[src/rtl/pool_nl_pkg.sv]
// Shared types and helpers for the pool_nl datapath: accumulator FSM states
// and the accumulator-to-PE-width saturation used by every output path.
package pool_nl_pkg;

    localparam int DACC_DATA_W = 16;
    localparam int DACC_ACC_W  = 32;
    localparam int DACC_CNT_W  = 12;

    typedef enum logic [1:0] {
        IDLE  = 2'd0,
        ACCUM = 2'd1,
        OUT   = 2'd2
    } dacc_state_t;

    // The value fits when every bit above the result's sign bit matches it.
    function automatic logic [DACC_DATA_W-1:0] sat_to_data(input logic [DACC_ACC_W-1:0] acc);
        logic [DACC_ACC_W-DACC_DATA_W:0] upper;
        upper = acc[DACC_ACC_W-1:DACC_DATA_W-1];
        if (upper == '0 || upper == '1)
            return acc[DACC_DATA_W-1:0];
        else if (acc[DACC_ACC_W-1])
            return {1'b1, {(DACC_DATA_W-1){1'b0}}};
        else
            return {1'b0, {(DACC_DATA_W-1){1'b1}}};
    endfunction

endpackage

[src/rtl/dense_sat_relu.sv]
// Combinational output stage: optional ReLU followed by saturation from the
// accumulator width down to the PE data width.
module dense_sat_relu
    import pool_nl_pkg::*;
#(
    parameter int DATA_W = DACC_DATA_W,
    parameter int ACC_W  = DACC_ACC_W
) (
    input  logic [ACC_W-1:0]  acc,
    input  logic              relu_en,
    output logic [DATA_W-1:0] result
);

    always_comb begin
        if (relu_en && acc[ACC_W-1])
            result = '0;
        else
            result = sat_to_data(acc);
    end

endmodule

[src/rtl/dense_accumulator.sv]
// Sums densing partials over all chunks of one neuron (bias preloaded), then
// presents the ReLU'd, saturated result on a valid/ready handshake.
module dense_accumulator
    import pool_nl_pkg::*;
#(
    parameter int DATA_W = DACC_DATA_W,
    parameter int ACC_W  = DACC_ACC_W,
    parameter int CNT_W  = DACC_CNT_W
) (
    input  logic              clk,
    input  logic              rst,
    input  logic              start,
    input  logic [CNT_W-1:0]  cfg_num_chunks,
    input  logic              cfg_relu_en,
    input  logic [DATA_W-1:0] bias,
    input  logic              part_valid,
    input  logic [DATA_W-1:0] part_data,
    output logic              part_ready,
    output logic              busy,
    output logic              out_valid,
    output logic [DATA_W-1:0] out_data,
    input  logic              out_ready
);

    dacc_state_t       state;
    logic [ACC_W-1:0]  acc;
    logic [ACC_W-1:0]  acc_sum;
    logic [CNT_W-1:0]  chunk_cnt;
    logic [CNT_W-1:0]  num_chunks;
    logic              relu_en;
    logic              last_chunk;
    logic [DATA_W-1:0] result;

    // The result is taken from the sum including the final partial so it can
    // be registered on the same edge that accepts that partial.
    assign acc_sum    = acc + {{(ACC_W-DATA_W){part_data[DATA_W-1]}}, part_data};
    assign last_chunk = (chunk_cnt == num_chunks - CNT_W'(1));
    assign part_ready = (state == ACCUM);
    assign busy       = (state != IDLE);

    dense_sat_relu #(
        .DATA_W (DATA_W),
        .ACC_W  (ACC_W)
    ) u_sat_relu (
        .acc     (acc_sum),
        .relu_en (relu_en),
        .result  (result)
    );

    always_ff @(posedge clk) begin
        if (rst) begin
            state      <= IDLE;
            acc        <= '0;
            chunk_cnt  <= '0;
            num_chunks <= '0;
            relu_en    <= 1'b0;
            out_valid  <= 1'b0;
            out_data   <= '0;
        end else begin
            case (state)
                IDLE: begin
                    if (start) begin
                        acc        <= {{(ACC_W-DATA_W){bias[DATA_W-1]}}, bias};
                        chunk_cnt  <= '0;
                        num_chunks <= (cfg_num_chunks == '0) ? CNT_W'(1) : cfg_num_chunks;
                        relu_en    <= cfg_relu_en;
                        state      <= ACCUM;
                    end
                end
                ACCUM: begin
                    if (part_valid) begin
                        acc       <= acc_sum;
                        chunk_cnt <= chunk_cnt + CNT_W'(1);
                        if (last_chunk) begin
                            out_data  <= result;
                            out_valid <= 1'b1;
                            state     <= OUT;
                        end
                    end
                end
                OUT: begin
                    if (out_ready) begin
                        out_valid <= 1'b0;
                        state     <= IDLE;
                    end
                end
                default: state <= IDLE;
            endcase
        end
    end

endmodule

[config.mk]
export PLATFORM = sky130hd
export DESIGN_NAME = dense_accumulator
export DESIGN_NICKNAME = d
export VERILOG_FILES = /design/src/rtl/pool_nl_pkg.sv /design/src/rtl/dense_sat_relu.sv /design/src/rtl/dense_accumulator.sv
export SDC_FILE = /design/constraint.sdc
export NUM_CORES = 1
export LEC_CHECK = 0
export CAP_MARGIN = 25
export CORE_MARGIN = 4
export CORE_UTILIZATION = 38
export DETAILED_ROUTE_END_ITERATION = 12
export PLACE_DENSITY = 0.61
export SLEW_MARGIN = 10
export SYNTH_ARGS = -nofsm -noshare
export SYNTH_HDL_FRONTEND = slang
export SYNTH_HIERARCHICAL = 1
export SYNTH_SLANG_ARGS = --single-unit
export TNS_END_PERCENT = 100
[constraint.sdc]
create_clock -name clk -period 4.5 [get_ports clk]
set_input_delay 1.125 -clock clk [delete_from_list [all_inputs] [get_ports clk]]
set_output_delay 1.125 -clock clk [all_outputs]
set_load 0.01 [all_outputs]
==> metrics <==
H-tree levels 3; vias in the first global route 5,552; antenna violations before repair 0; Die Width 125 um; Slew Limit Fails 0; grt ovf 0; Final WS setup 0.107 ns; most frequent cell after synthesis nor2_1; share of post-route cells with drive strength above 1 0.244; cell taking the most area after synthesis dfxtp_1; Post-synth top flop dfxtp_1; diodes inserted 0; Yosys top cell area share 0.292; dpl ws -0.557 ns; worst r2r src acc[0]$_SDFFE_PP0P_; WP data required 4.78 ns; Core Area 13,300 sq um; Leak Pwr 0.00321 uW; top cells by area, synth dfxtp_1 (29%), ha_1 (7.9%), nor2_1 (7.9%); Hold Path Class reg2reg; Die Ht 125 um; standard-cell rows 42; Post-synth EDFFs 0; setup TNS 0 ns; first-pass GRT wire length 27.5 mm; crit path DAT 4.68 ns; largest net degree at the start of global routing 55; final worst path period need 4.39 ns; Final HPWL DP 12.1 mm; Fill cells 1,237; syn avg cell area 7.88 sq um; DRT Wirelength 16.7 mm; synth cell count leaders nor2_1 (110), nand2_1 (84), dfxtp_1 (76); final setup vio count 0; synth unique cells 64; drt drc 0; worst-margin pin slew 0.863 ns; Fmax 0.228 GHz; status completed; Max clock buf depth 2; VDD IR-drop max 303 uV; capturing point of the worst reg2reg path out_data[14]$_SDFFE_PP0P_; Reg2Reg Depth 17; First-pass DRT Iterations 5; All-Layer GR Usage 0.210; PD cells 355 nW/um^2; yosys warns 6; post-route ant nets 0; total CTS buffers 9; Final #Nets 911; routability cong. 0.911; die area 15,700 sq um; fin crit share 0.976; Num Clock Sinks 76; DRT iter0 DRCs 382; Mapped Cells 662; critical-path maximum fanout 8; Layout Utilization 0.563; wire length per cell 16.6 um; Port-buffer cells 68; worst rel slew slack 0.423; #FFs+latches synth 76; CTS tree yes; worst skew pair latency 0.34 ns; Worst Path Class, Setup in2reg; Via Count 5,526; final hold violations 0; number of buffers inserted by hold repair at cts 0; Layout area overhead 44.1%; CP Launch Type input pin; R2R Setup Slk 0.82 ns; post-synthesis sequential area ratio 0.292; fraction of registers with async set/reset 0; I/O pin count 69; CP Launch Point part_data[0]; vias per cell 5.48; Initial Util 0.391; Reg clk slew, reported paths 0.07 ns; maxcap violations 0; synthesized area 5220 sq um; CP endpoint kind register; root buf cell clkbuf_16; Syn Nets 746; final clock skew 0.00889 ns; crit path to out_data[14]$_SDFFE_PP0P_
[cell type report]
| type | instances | area (sq um) | area share |
|---|---|---|---|
| multi-input combinational | 541 | 3780 | 0.503 |
| timing repair buffer | 187 | 1620 | 0.215 |
| sequential | 76 | 1520 | 0.202 |
| clock buffer | 9 | 225 | 0.0300 |
| tap | 176 | 220 | 0.0293 |
| clock inverter | 7 | 105 | 0.0140 |
| inverter | 12 | 45.0 | 0.00599 |
[critical path, cell delays in order]
cell           delay (ns)
dlygate4sd2_1        0.26
ha_4                 0.17
fa_2                 0.37
a211oi_4             0.23
o211ai_1             0.17
and3_1               0.21
or3_4                0.36
buf_4                0.16
a211oi_4             0.26
xnor2_2              0.16
nand2_1              0.09
nor4_2               0.30
a41oi_2              0.20
buf_4                0.18
buf_12               0.13
nor2_2               0.09
mux2i_1              0.08
nor2_1               0.11
[power breakdown]
part	switching [uW]	internal [uW]
clock	323	496
combinational	556	544
sequential	37.7	714
[registers in the layout, indices dropped and copies added (netlist names)]
| signal | flops |
|---|---|
| acc | 32 |
| out_data | 16 |
| chunk_cnt | 12 |
| num_chunks | 12 |
| state | 2 |
| out_valid | 1 |
| relu_en | 1 |
[per-layer routing]
metal,routed length (um),GRT usage,vias to the layer above
met3,727,0.0439,23
met5,0,0,-
met2,7800,0.346,154
li1,-,-,2721
met4,235,0.0459,0
met1,7960,0.285,2628
[worst min-delay path by stage]
stage / slack [ns] / cells past startpoint / start / endpoint
3_3_place_gp: 0.47 / 2 / num_chunks[11]$_SDFFE_PP0P_ / num_chunks[11]$_SDFFE_PP0P_
3_5_place_dp: 0.47 / 2 / num_chunks[11]$_SDFFE_PP0P_ / num_chunks[11]$_SDFFE_PP0P_
4_1_cts: 0.48 / 2 / num_chunks[11]$_SDFFE_PP0P_ / num_chunks[11]$_SDFFE_PP0P_
2_1_floorplan: 0.44 / 2 / relu_en$_SDFFE_PP0P_ / relu_en$_SDFFE_PP0P_
5_1_grt: 0.51 / 2 / num_chunks[11]$_SDFFE_PP0P_ / num_chunks[11]$_SDFFE_PP0P_
6_report: 0.47 / 2 / num_chunks[11]$_SDFFE_PP0P_ / num_chunks[11]$_SDFFE_PP0P_
[layout by cell type (no fill, tap or decap), types with 6 or more instances in the layout]
cell / count
xor2_1: 22
inv_1: 12
nor2_1: 100
nand3_1: 6
dfxtp_1: 76
ha_1: 24
clkbuf_16: 10
ha_4: 9
a311oi_1: 11
nand2_1: 84
buf_4: 115
a31oi_1: 9
mux2i_1: 19
nor3_1: 12
nor2_2: 10
a211oi_1: 7
a21o_1: 21
o21ai_0: 20
a21oi_1: 46
o21ai_1: 7
clkdlybuf4s50_1: 59
o221a_2: 10
nand4_1: 11
xnor2_1: 18
[through the flow]
stage | hold slack, ns | instances | total power [uW] | instance area [sq um]
2_1_floorplan | 0.444 | 662 | 1280 | 5220
3_3_place_gp | 0.465 | 972 | 1650 | 6670
3_5_place_dp | 0.468 | 972 | 1660 | 6670
4_1_cts | 0.477 | 999 | 2590 | 7260
5_1_grt | 0.508 | 1008 | 2820 | 7520
6_report | 0.472 | 1008 | 2670 | 7520
[cell families (layout without fill, tap and decap cells)]
kind of cell | after synthesis | after routing | share of synthesized area
buf+inv | 45 | 215 | 0.0465
flops | 76 | 76 | 0.292
xor+xnor | 46 | 46 | 0.0772
simple gates | 266 | 266 | 0.230
compound gates | 176 | 176 | 0.235
fa+ha+maj | 34 | 34 | 0.0830
mux | 19 | 19 | 0.0365
[what timing repair did]
| action | CTS | global route |
|---|---|---|
| endpoints found under the hold margin | 0 | 0 |
| endpoints found under the setup margin | 15 | 15 |
| gates cloned | 2 | 0 |
| buffers inserted | 9 | 8 |
| pin swaps | 24 | 29 |
| gates resized for setup | 33 | 40 |
No activity file was read; power rests on OpenSTA's default activity.
